--- src/rtl/bin2bcd_seq.sv ---
//------------------------------------------------------------------------------
// bin2bcd_seq
//
// Sequential shift-add-3 (double-dabble) binary-to-BCD converter. It consumes
// one input bit per clock and feeds the 8-digit seven-segment scanner with a
// packed BCD word. The result register only changes on completion, so the
// display never shows partial conversions.
//
// Ports:
//   i_clk     system clock, all logic on the rising edge
//   i_rst_n   synchronous active-low reset
//   i_start   conversion request, sampled only while idle
//   i_bin     binary value, captured on the edge where i_start is accepted
//   o_busy    high while a conversion is in progress
//   o_done    one-cycle pulse: o_bcd/o_ovf were updated this cycle
//   o_bcd     packed BCD result, most significant digit in the top nibble
//   o_ovf     last input exceeded 10^DIGITS-1 (o_bcd then reads all nines)
//------------------------------------------------------------------------------
module bin2bcd_seq #(
   parameter int BIN_W  = 27,
   parameter int DIGITS = 8
) (
   input  logic                  i_clk,
   input  logic                  i_rst_n,
   input  logic                  i_start,
   input  logic [BIN_W-1:0]      i_bin,
   output logic                  o_busy,
   output logic                  o_done,
   output logic [4*DIGITS-1:0]   o_bcd,
   output logic                  o_ovf
);

   localparam int BCD_W = 4 * DIGITS;
   localparam int CNT_W = $clog2(BIN_W + 1);
   localparam int CMP_W = BIN_W + 4;

   localparam logic [1:0] ST_IDLE   = 2'd0;
   localparam logic [1:0] ST_SHIFT  = 2'd1;
   localparam logic [1:0] ST_FINISH = 2'd2;

   // 10^n evaluated at elaboration time; used only to build the range limit.
   function automatic logic [63:0] pow10(input int n);
      logic [63:0] p;
      p = 64'd1;
      for (int i = 0; i < n; i++) begin
         p = p * 64'd10;
      end
      return p;
   endfunction

   // Every digit >= 5 gets +3 independently; no carry crosses digit borders.
   function automatic logic [BCD_W-1:0] add3_digits(input logic [BCD_W-1:0] s);
      logic [BCD_W-1:0] r;
      r = s;
      for (int d = 0; d < DIGITS; d++) begin
         if (s[4*d +: 4] >= 4'd5) begin
            r[4*d +: 4] = s[4*d +: 4] + 4'd3;
         end else begin
            r[4*d +: 4] = s[4*d +: 4];
         end
      end
      return r;
   endfunction

   localparam logic [CMP_W-1:0] MAX_VAL  = CMP_W'(pow10(DIGITS) - 64'd1);
   localparam logic [CNT_W-1:0] CNT_LOAD = CNT_W'(BIN_W);

   logic [1:0]        r_state;
   logic [BIN_W-1:0]  r_shift;
   logic [BCD_W-1:0]  r_scratch;
   logic [CNT_W-1:0]  r_cnt;
   logic              r_ovf_pend;
   logic              r_busy;
   logic              r_done;
   logic [BCD_W-1:0]  r_bcd;
   logic              r_ovf;

   logic [BCD_W-1:0]  w_adj;
   logic [CNT_W-1:0]  w_cnt_next;
   logic              w_ovf_in;

   // Per-step datapath: digit correction, counter decrement, range compare.
   always_comb begin
      w_adj      = add3_digits(r_scratch);
      w_cnt_next = r_cnt - {{(CNT_W-1){1'b0}}, 1'b1};
      w_ovf_in   = ({4'b0000, i_bin} > MAX_VAL);
   end

   // Conversion FSM and result registers.
   always_ff @(posedge i_clk) begin
      if (!i_rst_n) begin
         r_state    <= ST_IDLE;
         r_shift    <= {BIN_W{1'b0}};
         r_scratch  <= {BCD_W{1'b0}};
         r_cnt      <= {CNT_W{1'b0}};
         r_ovf_pend <= 1'b0;
         r_busy     <= 1'b0;
         r_done     <= 1'b0;
         r_bcd      <= {BCD_W{1'b0}};
         r_ovf      <= 1'b0;
      end else begin
         r_done <= 1'b0;
         case (r_state)
            ST_IDLE: begin
               if (i_start) begin
                  r_shift    <= i_bin;
                  r_scratch  <= {BCD_W{1'b0}};
                  r_cnt      <= CNT_LOAD;
                  r_ovf_pend <= w_ovf_in;
                  r_busy     <= 1'b1;
                  r_state    <= ST_SHIFT;
               end
            end
            ST_SHIFT: begin
               r_scratch <= {w_adj[BCD_W-2:0], r_shift[BIN_W-1]};
               r_shift   <= {r_shift[BIN_W-2:0], 1'b0};
               r_cnt     <= w_cnt_next;
               // A bit pushed out of the top digit can only happen for
               // out-of-range inputs; fold it into the sticky flag as well.
               r_ovf_pend <= r_ovf_pend | w_adj[BCD_W-1];
               if (w_cnt_next == {CNT_W{1'b0}}) begin
                  r_state <= ST_FINISH;
               end
            end
            ST_FINISH: begin
               r_bcd   <= r_ovf_pend ? {DIGITS{4'h9}} : r_scratch;
               r_ovf   <= r_ovf_pend;
               r_done  <= 1'b1;
               r_busy  <= 1'b0;
               r_state <= ST_IDLE;
            end
            default: begin
               r_busy  <= 1'b0;
               r_state <= ST_IDLE;
            end
         endcase
      end
   end

   assign o_busy = r_busy;
   assign o_done = r_done;
   assign o_bcd  = r_bcd;
   assign o_ovf  = r_ovf;

endmodule

--- config.mk ---
export PLATFORM = sky130hd
export DESIGN_NAME = bin2bcd_seq
export DESIGN_NICKNAME = d
export VERILOG_FILES = /design/src/rtl/bin2bcd_seq.sv
export SDC_FILE = /design/constraint.sdc
export NUM_CORES = 1
export LEC_CHECK = 0
export ABC_AREA = 1
export BUFFER_PORTS_ARGS = -buffer_cell sky130_fd_sc_hd__buf_4
export CAP_MARGIN = 15
export CORE_MARGIN = 1
export CORE_UTILIZATION = 25
export CTS_CLUSTER_SIZE = 20
export DETAILED_ROUTE_END_ITERATION = 12
export PLACE_DENSITY = 0.45
export SETUP_SLACK_MARGIN = 0.02
export SLEW_MARGIN = 0
export SYNTH_ARGS = -nofsm -noshare
export SYNTH_HDL_FRONTEND = slang
export SYNTH_SLANG_ARGS = --single-unit
--- constraint.sdc ---
create_clock -name i_clk -period 2.2 [get_ports i_clk]
set_input_delay 0 -clock i_clk [delete_from_list [all_inputs] [get_ports i_clk]]
set_output_delay 0 -clock i_clk [all_outputs]
set_load 0.1 [all_outputs]
After elaboration in Yosys (flattened, before gate mapping)
Index checks and enable logic that the tools add are counted.
{"block": "op_classes", "n_bitwise": 2, "muxes": 23, "order_cmp": 9, "n_reduce_logical": 6, "eq_ne": 4, "addsub": 9}
{"operator": "two-way mux 32 bit", "n": 2}
{"operator": "case mux 32 bit (2 select lines)", "n": 1}
{"operator": "case mux 27 bit (2 select lines)", "n": 1}
{"operator": "adder 4 x 2 -> 4 bit (second input constant)", "n": 8}
{"operator": "greater-or-equal comparator 4 x 3 -> 1 bit (second input constant)", "n": 8}
{"operator": "two-way mux 4 bit", "n": 8}
{"operator": "> comparator 27 bit (second input constant)", "n": 1}
{"operator": "two-way mux 27 bit", "n": 1}
{"operator": "case mux 5 bit (2 select lines)", "n": 1}
{"operator": "AND reduction 2 bit", "n": 3}
{"operator": "zero test 5 bit", "n": 1}
{"operator": "two-way mux 5 bit", "n": 1}
{"operator": "subtractor 5 x 1 -> 5 bit (second input constant)", "n": 1}
{"operator": "two-way mux 2 bit", "n": 2}
{"operator": "inequality test 2 bit (second input constant)", "n": 2}
{"operator": "case mux 1 bit (2 select lines)", "n": 2}
{"operator": "case mux 2 bit (2 select lines)", "n": 1}
{"operator": "two-way mux 1 bit", "n": 3}
{"operator": "== test 2 x 1 -> 1 bit (second input constant)", "n": 1}
{"operator": "== test 2 bit (second input constant)", "n": 1}
{"operator": "zero test 2 bit", "n": 1}
{"operator": "nonzero test 2 bit", "n": 1}
{"operator": "NOT 1 bit", "n": 1}
{"operator": "OR 1 bit", "n": 1}
{"block": "totals", "reg_bits": 102}

Longest topological paths before layout
Gate-level depths: netlist of the first run.
{"block": "logic_depth", "depth_word": 4, "mapped_depth": 11, "depth_no_buf": 10}

Worst setup path before layout of the first run
Ideal clock, no wire load.
{"block": "synth_path", "kind": "register -> register", "from": "register r_scratch[0]", "to": "register r_scratch[2]", "path_stages_with_launch": 8, "slack_ns": 0.813, "arrival_time_ns": 1.255, "required_ns": 2.068, "cell_sequence": "dfxtp_1 -> inv_1 -> ha_1 -> or2_2 -> nand3_1 -> a21oi_1 -> o21ai_0 -> a21oi_1"}
{"block": "synth_between", "elab_chain_len": 3, "elab_cells_between_ends": 4, "cone_classes": "1 x add/sub; 1 x order compare; 2 x mux"}
{"element": "from (decl)", "line": "70", "rtl": "logic [BCD_W-1:0] r_scratch;"}
{"element": "from (signal assigned)", "line": "94", "rtl": "r_scratch <= {BCD_W{1'b0}};"}
{"element": "from (signal assigned)", "line": "107", "rtl": "r_scratch <= {BCD_W{1'b0}};"}
{"element": "from (signal assigned)", "line": "115", "rtl": "r_scratch <= {w_adj[BCD_W-2:0], r_shift[BIN_W-1]};"}
{"element": "adder 4 x 2 -> 4 bit or greater-or-equal comparator 4 x 3 -> 1 bit (tied branches)", "line": "57, 56"}
{"element": "two-way mux 4 bit (*)", "line": "56", "rtl": "if (s[4*d +: 4] >= 4'd5) begin"}
{"element": "case mux 32 bit (2 select lines) (*)", "line": "103", "rtl": "case (r_state)"}
Every way passes the cells marked *; elsewhere a longest branch is shown, timed or not.
A chain may end at the register's enable or synchronous reset.

Final worst setup path of the first run
{"block": "layout_path", "from": "register r_state[0]", "to": "register r_shift[22]"}
{"block": "layout_between", "elab_chain_len": 3, "elab_cells_between_ends": 6, "cone_classes": "2 x eq/ne; 1 x mux; 3 x reduce/logical"}
{"element": "from (decl)", "line": "68", "rtl": "logic [1:0] r_state;"}
{"element": "from (signal assigned)", "line": "92", "rtl": "r_state <= ST_IDLE;"}
{"element": "from (signal assigned)", "line": "111", "rtl": "r_state <= ST_SHIFT;"}
{"element": "from (signal assigned)", "line": "122", "rtl": "r_state <= ST_FINISH;"}
{"element": "== test 2 x 1 -> 1 bit or zero test 2 bit (tied branches)", "line": "103"}
{"element": "nonzero test 2 bit (no line) or inequality test 2 bit (tied branches)"}
{"element": "AND reduction 2 bit (no line)"}
{"element": "to (signal assigned)", "line": "93", "rtl": "r_shift <= {BIN_W{1'b0}};"}
{"element": "to (signal assigned)", "line": "106", "rtl": "r_shift <= i_bin;"}
{"element": "to (signal assigned)", "line": "116", "rtl": "r_shift <= {r_shift[BIN_W-2:0], 1'b0};"}
{"element": "to (decl)", "line": "69", "rtl": "logic [BIN_W-1:0] r_shift;"}
Several ways; a longest one is shown, not always the timed one.

==> results of run 1 <==
## what timing repair did
action | 4_1_cts | 5_1_grt
resized for setup | 0 | 3
hold buffers | 35 | 0
endpoints found under the hold margin | 27 | 0
setup endpoints to repair | 0 | 4
## stage by stage
stage          worst slack (ps)  area, um^2  std cells  power [mW]  util [%]
2_1_floorplan               813        4780        662        2.27         -
3_3_place_gp                583        5530        938        2.43      29.5
3_5_place_dp                578        5530        938        2.43      29.5
4_1_cts                    35.2        6210        989        4.28      33.2
5_1_grt                    27.7        6210        989        4.43      33.2
6_report                    169        6210        989        4.22      33.2
## cells by family (layout without fill, tap and decap cells)
group	after synthesis	after routing	synth area share (%)
AO/OA/AOI/OAI	152	152	17.6
XOR/XNOR	11	11	2.02
adder cells (fa/ha/maj)	18	18	4.71
buffers and inverters	97	190	8.19
flip-flops	102	102	42.7
AND/OR/NAND/NOR	282	282	24.7
## state kept, by name (all words and copies together), names as in the netlist
name and flops:
o_done 1, r_state 2, r_ovf_pend 1, o_busy 1, o_ovf 1, r_shift 27
r_cnt 5, o_bcd 32, r_scratch 32
## metal layers
| layer | up-vias | GRT usage [%] |
|---|---|---|
| met2 | 78 | 21.6 |
| li1 | 2349 | - |
| met5 | - | 0 |
| met3 | 12 | 2.84 |
| met4 | 0 | 5.38 |
| met1 | 2086 | 17.4 |
## Yosys cell counts (3+ instances only)
library cell               number  share of area (%)
sky130_fd_sc_hd__buf_2         10                1.0
sky130_fd_sc_hd__nor2_4         3               0.71
sky130_fd_sc_hd__buf_1          5               0.39
sky130_fd_sc_hd__nor3_1         4               0.42
sky130_fd_sc_hd__inv_2          6               0.47
sky130_fd_sc_hd__o211ai_1       3               0.47
sky130_fd_sc_hd__nand2_1      194                 15
sky130_fd_sc_hd__inv_1         59                4.6
sky130_fd_sc_hd__nor2_1        30                2.4
sky130_fd_sc_hd__o21ai_0       41                4.3
sky130_fd_sc_hd__xor2_1        10                1.8
sky130_fd_sc_hd__or2_2          7               0.92
sky130_fd_sc_hd__clkbuf_1      14                1.1
sky130_fd_sc_hd__dfxtp_1      102                 43
sky130_fd_sc_hd__nand3_1       30                3.1
sky130_fd_sc_hd__ha_1          18                4.7
sky130_fd_sc_hd__a31oi_1       11                1.4
sky130_fd_sc_hd__nand4_1       10                1.3
sky130_fd_sc_hd__a22oi_1       19                3.0
sky130_fd_sc_hd__a21oi_1       74                7.7
## power groups by stage
stage | Combinational (mW) | Sequential, mW | Clock (mW)
final | 0.496 | 1.95 | 1.77
after global routing | 0.550 | 1.96 | 1.92
after CTS | 0.498 | 1.95 | 1.83
after detailed placement | 0.442 | 1.99 | 0
after global placement | 0.439 | 1.99 | 0
after floorplan | 0.279 | 1.99 | 0
## area by class of cell
cell class | count | area (um^2) | share of cell area [%]
Sequential cell | 102 | 2040 | 32.9
Multi-Input combinational cell | 463 | 2350 | 37.9
Clock buffer | 10 | 239 | 3.85
Timing Repair Buffer | 109 | 943 | 15.2
Tap cell | 234 | 293 | 4.71
Inverter | 65 | 249 | 4.01
Clock inverter | 6 | 92.6 | 1.49
## worst paths after layout
check,from,end,depth (start not counted)
worst max-delay path,r_state[0],r_shift[22],8
worst min-delay path,i_bin[26],r_shift[26],5
worst max register to register,r_state[0],r_shift[22],8
worst min register to register,o_bcd[8],o_bcd[8],2
## tightest hold or removal path, cell delays in order
cell and delay (ps):
sky130_fd_sc_hd__buf_4 110, sky130_fd_sc_hd__nand2_1 50, sky130_fd_sc_hd__o211ai_1 80, sky130_fd_sc_hd__nand2_1 60, sky130_fd_sc_hd__inv_1 40
==> results.sh, run 1 <==
export IMPL_status="finished clean"
export IMPL_rsz0062_at_grt="false"
export IMPL_maxCapViolations=0
export IMPL_grt_pass1_vias=4291
export IMPL_slowest_stage="sky130_fd_sc_hd__dlygate4sd3_1"
export IMPL_drt_initial_drc_count=209
export IMPL_finalWeightedCongestion=0.833
export IMPL_slew_of_the_pin_with_the_lowest_slew_margin_ps=747
export IMPL_maxClockFrequency_mhz=492
export IMPL_via_per_inst=4.58
export IMPL_netlist_cell_type_count=30
export IMPL_synthArstFlopShare_pct=0
export IMPL_critical_path_max_stage_delay_ps=570
export IMPL_min_delay_path_class="primary input to register"
export IMPL_diodes=0
export IMPL_drc_markers=0
export IMPL_worst_endpoint_required_ps=2510
export IMPL_drt_wl_total_um=12600
export IMPL_syn_cell_area_um2=4780
export IMPL_die_w_um=140
export IMPL_ys_warn_count=0
export IMPL_mostFrequentLayoutCells="sky130_fd_sc_hd__nand2_1 (194), sky130_fd_sc_hd__dfxtp_1 (102), sky130_fd_sc_hd__a21oi_1 (74)"
export IMPL_power_density_cell_area_nw_per_um2=679
export IMPL_die_area_um2=19700
export IMPL_antenna_found_initial=0
export IMPL_critical_path_max_fanout=46
export IMPL_cellInternalPower_mw=3.14
export IMPL_seq_area_frac_synth_pct=42.7
export IMPL_drive_gt1_share_pct=14.7
export IMPL_clock_power_share_pct=42.1
export IMPL_postRouteAntennaNets=0
export IMPL_vdd_drop_max_mv=0.285
export IMPL_grt_first_pass_wirelength_um=20900
export IMPL_port_buffer_count=64
export IMPL_routed_top_layer="met4"
export IMPL_numCtsBuffers=9
export IMPL_total_leakage_power_nw=2.43
export IMPL_setup_viol_count_final=0
export IMPL_via_count=4525
export IMPL_syn_nets=710
export IMPL_timing_clock_skew_ps=7.62
export IMPL_synthToLayoutAreaGrowth_pct=30.0
export IMPL_num_fill_cells=1987
export IMPL_r2r_setup_slack_ps=170
export IMPL_cp_cell_sequence="inv_2, nor2_4, buf_4, a22oi_1, nand2_1, nand2_1, dlygate4sd3_1, inv_1"
export IMPL_htree_num_levels=3
export IMPL_sw_frac_of_total_pct=25.5
export IMPL_routed_wl_met3_um=413
export IMPL_arr_time_crit_path_ps=2340
export IMPL_mostFrequentLayoutCell="sky130_fd_sc_hd__nand2_1"
export IMPL_routedLengthMet1_um=6290
export IMPL_start_kind="register"
export IMPL_finalSetupTns_ps=0
export IMPL_grt_max_degree=47
export IMPL_fin_worst_hold_slack_ps=18.3
export IMPL_synth_edff_count=0
export IMPL_detail_route_first_pass_iterations=4
export IMPL_post_synth_cell_area_avg_um2=7.22
export IMPL_clk_insertion_delay_late_ps=360
export IMPL_clkSinkCount=102
export IMPL_timing_final_hold_violations=0
export IMPL_sum_of_overflow_across_all_layers_after_global_routing=0
export IMPL_power_net_switching_mw=1.08
export IMPL_met2RoutedLength_um=5710
export IMPL_floorplan_core_area_um2=18700
export IMPL_clock_tree_from_tritoncts="done"
export IMPL_ioPinCount=65
export IMPL_layout_worst_path_cycle_share_pct=92.3
export IMPL_flip_flop_and_latch_count_after_synthesis=102
export IMPL_power_share_combinational_pct=11.8
export IMPL_report_final_slew_viol_count=0
export IMPL_end_kind="register"
export IMPL_hpwl_um=8440
export IMPL_post_synth_top_flop="sky130_fd_sc_hd__dfxtp_1"
export IMPL_slew_headroom_pct=50.1
export IMPL_max_clock_path_buffers=2
export IMPL_cp_num_buf_inv=4
export IMPL_cts_repair_timing_setup_buffer_count=0
export IMPL_layout_nets=798
export IMPL_crit_top_cell="sky130_fd_sc_hd__nand2_1"
export IMPL_placementRows=50
export IMPL_post_route_min_period_ps=2030
export IMPL_sequentialPowerShare_pct=46.2
export IMPL_root_buffer="sky130_fd_sc_hd__clkbuf_16"
export IMPL_synth_cells=662
export IMPL_track_usage_pct=13.4
export IMPL_starting_utilization_of_the_core_area_pct=25.6
export IMPL_crit_family="buffers and inverters"
export IMPL_route_detailed_wl_per_inst_um=12.7
export IMPL_floorplan_die_height_um=140
export IMPL_timing_setup_critical_path_class="register to register"
export IMPL_cts_clk_slew_worst_paths_ps=70
Power figures use the tool's default switching activity.
==> inputs of run 2 (changes only) <==
- PLACE_DENSITY: 0.45 -> unset
==> run 2 against run 1 <==
Compared with the run above:
- first-iteration DRC count up 14%
- fmax up 1.7%
- non-clock buffer count down 1
- critical path depth unchanged
- critical path type unchanged
- highest routed layer unchanged
- clock-buffer cell count down 1
- global-route usage down 0.58 points
- clock power down 6%
- die area unchanged
==> results.sh, run 2 (synthesis results as in run 1) <==
export IMPL_floorplan_core_area_um2=18700
export IMPL_arr_time_crit_path_ps=2300
export IMPL_end_kind="register"
export IMPL_clk_insertion_delay_late_ps=350
export IMPL_layout_nets=797
export IMPL_cts_clk_slew_worst_paths_ps=80
export IMPL_placed_cell_area_um2=5490
export IMPL_total_leakage_power_nw=2.41
export IMPL_floorplan_die_height_um=140
export IMPL_cp_num_buf_inv=4
export IMPL_antenna_found_initial=0
export IMPL_timing_final_hold_violations=0
export IMPL_report_final_slew_viol_count=0
export IMPL_mostFrequentLayoutCell="sky130_fd_sc_hd__nand2_1"
export IMPL_layout_cell_area_non_filler_um2=6160
export IMPL_timing_clock_skew_ps=12.2
export IMPL_root_buffer="sky130_fd_sc_hd__clkbuf_16"
export IMPL_post_place_ws_ps=649
export IMPL_setup_viol_count_final=0
export IMPL_clkSinkCount=102
export IMPL_slew_of_the_pin_with_the_lowest_slew_margin_ps=739
export IMPL_maxCapViolations=0
export IMPL_crit_family="buffers and inverters"
export IMPL_mostFrequentLayoutCells="sky130_fd_sc_hd__nand2_1 (194), sky130_fd_sc_hd__dfxtp_1 (102), sky130_fd_sc_hd__a21oi_1 (74)"
export IMPL_power_density_cell_area_nw_per_um2=664
export IMPL_grt_first_pass_wirelength_um=20400
export IMPL_finalSetupTns_ps=0
export IMPL_postRouteAntennaNets=0
export IMPL_grt_pass1_vias=4158
export IMPL_slowest_stage="sky130_fd_sc_hd__dlygate4sd3_1"
export IMPL_placementRows=50
export IMPL_status="finished clean"
export IMPL_num_fill_cells=1985
export IMPL_via_count=4482
export IMPL_sum_of_overflow_across_all_layers_after_global_routing=0
export IMPL_track_usage_pct=12.8
export IMPL_layout_worst_path_cycle_share_pct=90.8
export IMPL_max_clock_path_buffers=2
export IMPL_numCtsBuffers=9
export IMPL_final_critical_path_setup_slack_ps=203
export IMPL_post_route_min_period_ps=2000
export IMPL_ioPinCount=65
export IMPL_vdd_drop_max_mv=0.418
export IMPL_drt_initial_drc_count=239
export IMPL_worst_endpoint_required_ps=2500
export IMPL_crit_top_cell="sky130_fd_sc_hd__nand2_1"
export IMPL_starting_utilization_of_the_core_area_pct=25.6
export IMPL_route_detailed_wl_per_inst_um=12.2
export IMPL_post_cts_resized_instances=0
export IMPL_timing_setup_critical_path_class="register to register"
export IMPL_rsz0062_at_grt="false"
export IMPL_critical_path_max_fanout=46
export IMPL_min_delay_path_class="primary input to register"
export IMPL_die_w_um=140
export IMPL_grt_max_degree=47
export IMPL_cp_cell_sequence="inv_2, nor2_4, buf_4, a22oi_1, nand2_1, nand2_1, dlygate4sd3_1, inv_1"
export IMPL_drt_wl_total_um=12100
export IMPL_die_area_um2=19700
export IMPL_synthToLayoutAreaGrowth_pct=28.8
export IMPL_hpwl_um=7790
export IMPL_slew_headroom_pct=50.7
export IMPL_htree_num_levels=3
export IMPL_drc_markers=0
export IMPL_finalWeightedCongestion=0.806
export IMPL_diodes=0
export IMPL_detail_route_first_pass_iterations=5
export IMPL_start_kind="register"
export IMPL_maxClockFrequency_mhz=501
export IMPL_port_buffer_count=64
export IMPL_clock_tree_from_tritoncts="done"
export IMPL_via_per_inst=4.54
export IMPL_drive_gt1_share_pct=14.6
export IMPL_critical_path_max_stage_delay_ps=560
## run 2: cell count changes in the layout (fill, tap and decap cells not counted)
cell and delta:
sky130_fd_sc_hd__bufinv_16 -1, sky130_fd_sc_hd__clkinv_4 +2, sky130_fd_sc_hd__inv_6 -1, sky130_fd_sc_hd__inv_2 +1
sky130_fd_sc_hd__clkinvlp_4 -1, sky130_fd_sc_hd__buf_12 -2, sky130_fd_sc_hd__buf_4 +1, sky130_fd_sc_hd__clkbuf_8 -1
sky130_fd_sc_hd__clkinv_8 +1
## run 2: path summary, 6_finish.rpt
check,startpoint,endpoint,slack (ps),depth (start not counted)
max,r_state[0],r_shift[15],200,8
max reg2reg,r_state[0],r_shift[15],200,8
min reg2reg,o_busy,o_busy,460,2
min,i_bin[26],r_shift[26],20,5
## run 2: per-layer routing
| metal | GRT usage [%] | wire length (um) | vias up |
|---|---|---|---|
| met3 | 2.77 | 436 | 4 |
| met2 | 20.7 | 5630 | 78 |
| met5 | 0 | 0 | - |
| met1 | 16.9 | 5950 | 2048 |
| li1 | - | - | 2352 |
| met4 | 3.93 | 81 | 0 |
## run 2: area by class of cell
cell class                 instances  area, um^2  area share, %
inverter                          65         244           3.96
sequential                       102        2040           33.2
timing repair buffer             108         911           14.8
tap                              234         293           4.75
clock inverter                     7        88.8           1.44
clock buffer                       9         225           3.66
multi-input combinational        463        2350           38.2
## run 2: tightest hold or removal path, stage by stage
cell and delay [ps]:
sky130_fd_sc_hd__buf_4 110, sky130_fd_sc_hd__nand2_1 50, sky130_fd_sc_hd__o211ai_1 80, sky130_fd_sc_hd__nand2_1 50, sky130_fd_sc_hd__inv_1 40
## run 2: power breakdown
part | switching [mW] | internal [mW]
logic | 0.286 | 0.187
clock network | 0.761 | 0.905
registers | 0.0448 | 1.90
## run 2: per-stage QoR
step | power [mW] | hold WS, ps | instances | util [%]
floorplan | 2.27 | 149 | 662 | -
global placement | 2.41 | 280 | 937 | 29.4
detailed placement | 2.41 | 282 | 937 | 29.4
CTS | 4.15 | 10.9 | 988 | 32.9
global route | 4.27 | 64.9 | 988 | 32.9
finish | 4.09 | 22.0 | 988 | 32.9
## run 2: repair_timing
item | in CTS | in global routing
setup buffers | 0 | 0
hold endpoints to repair | 28 | 0
hold buffers | 35 | 0
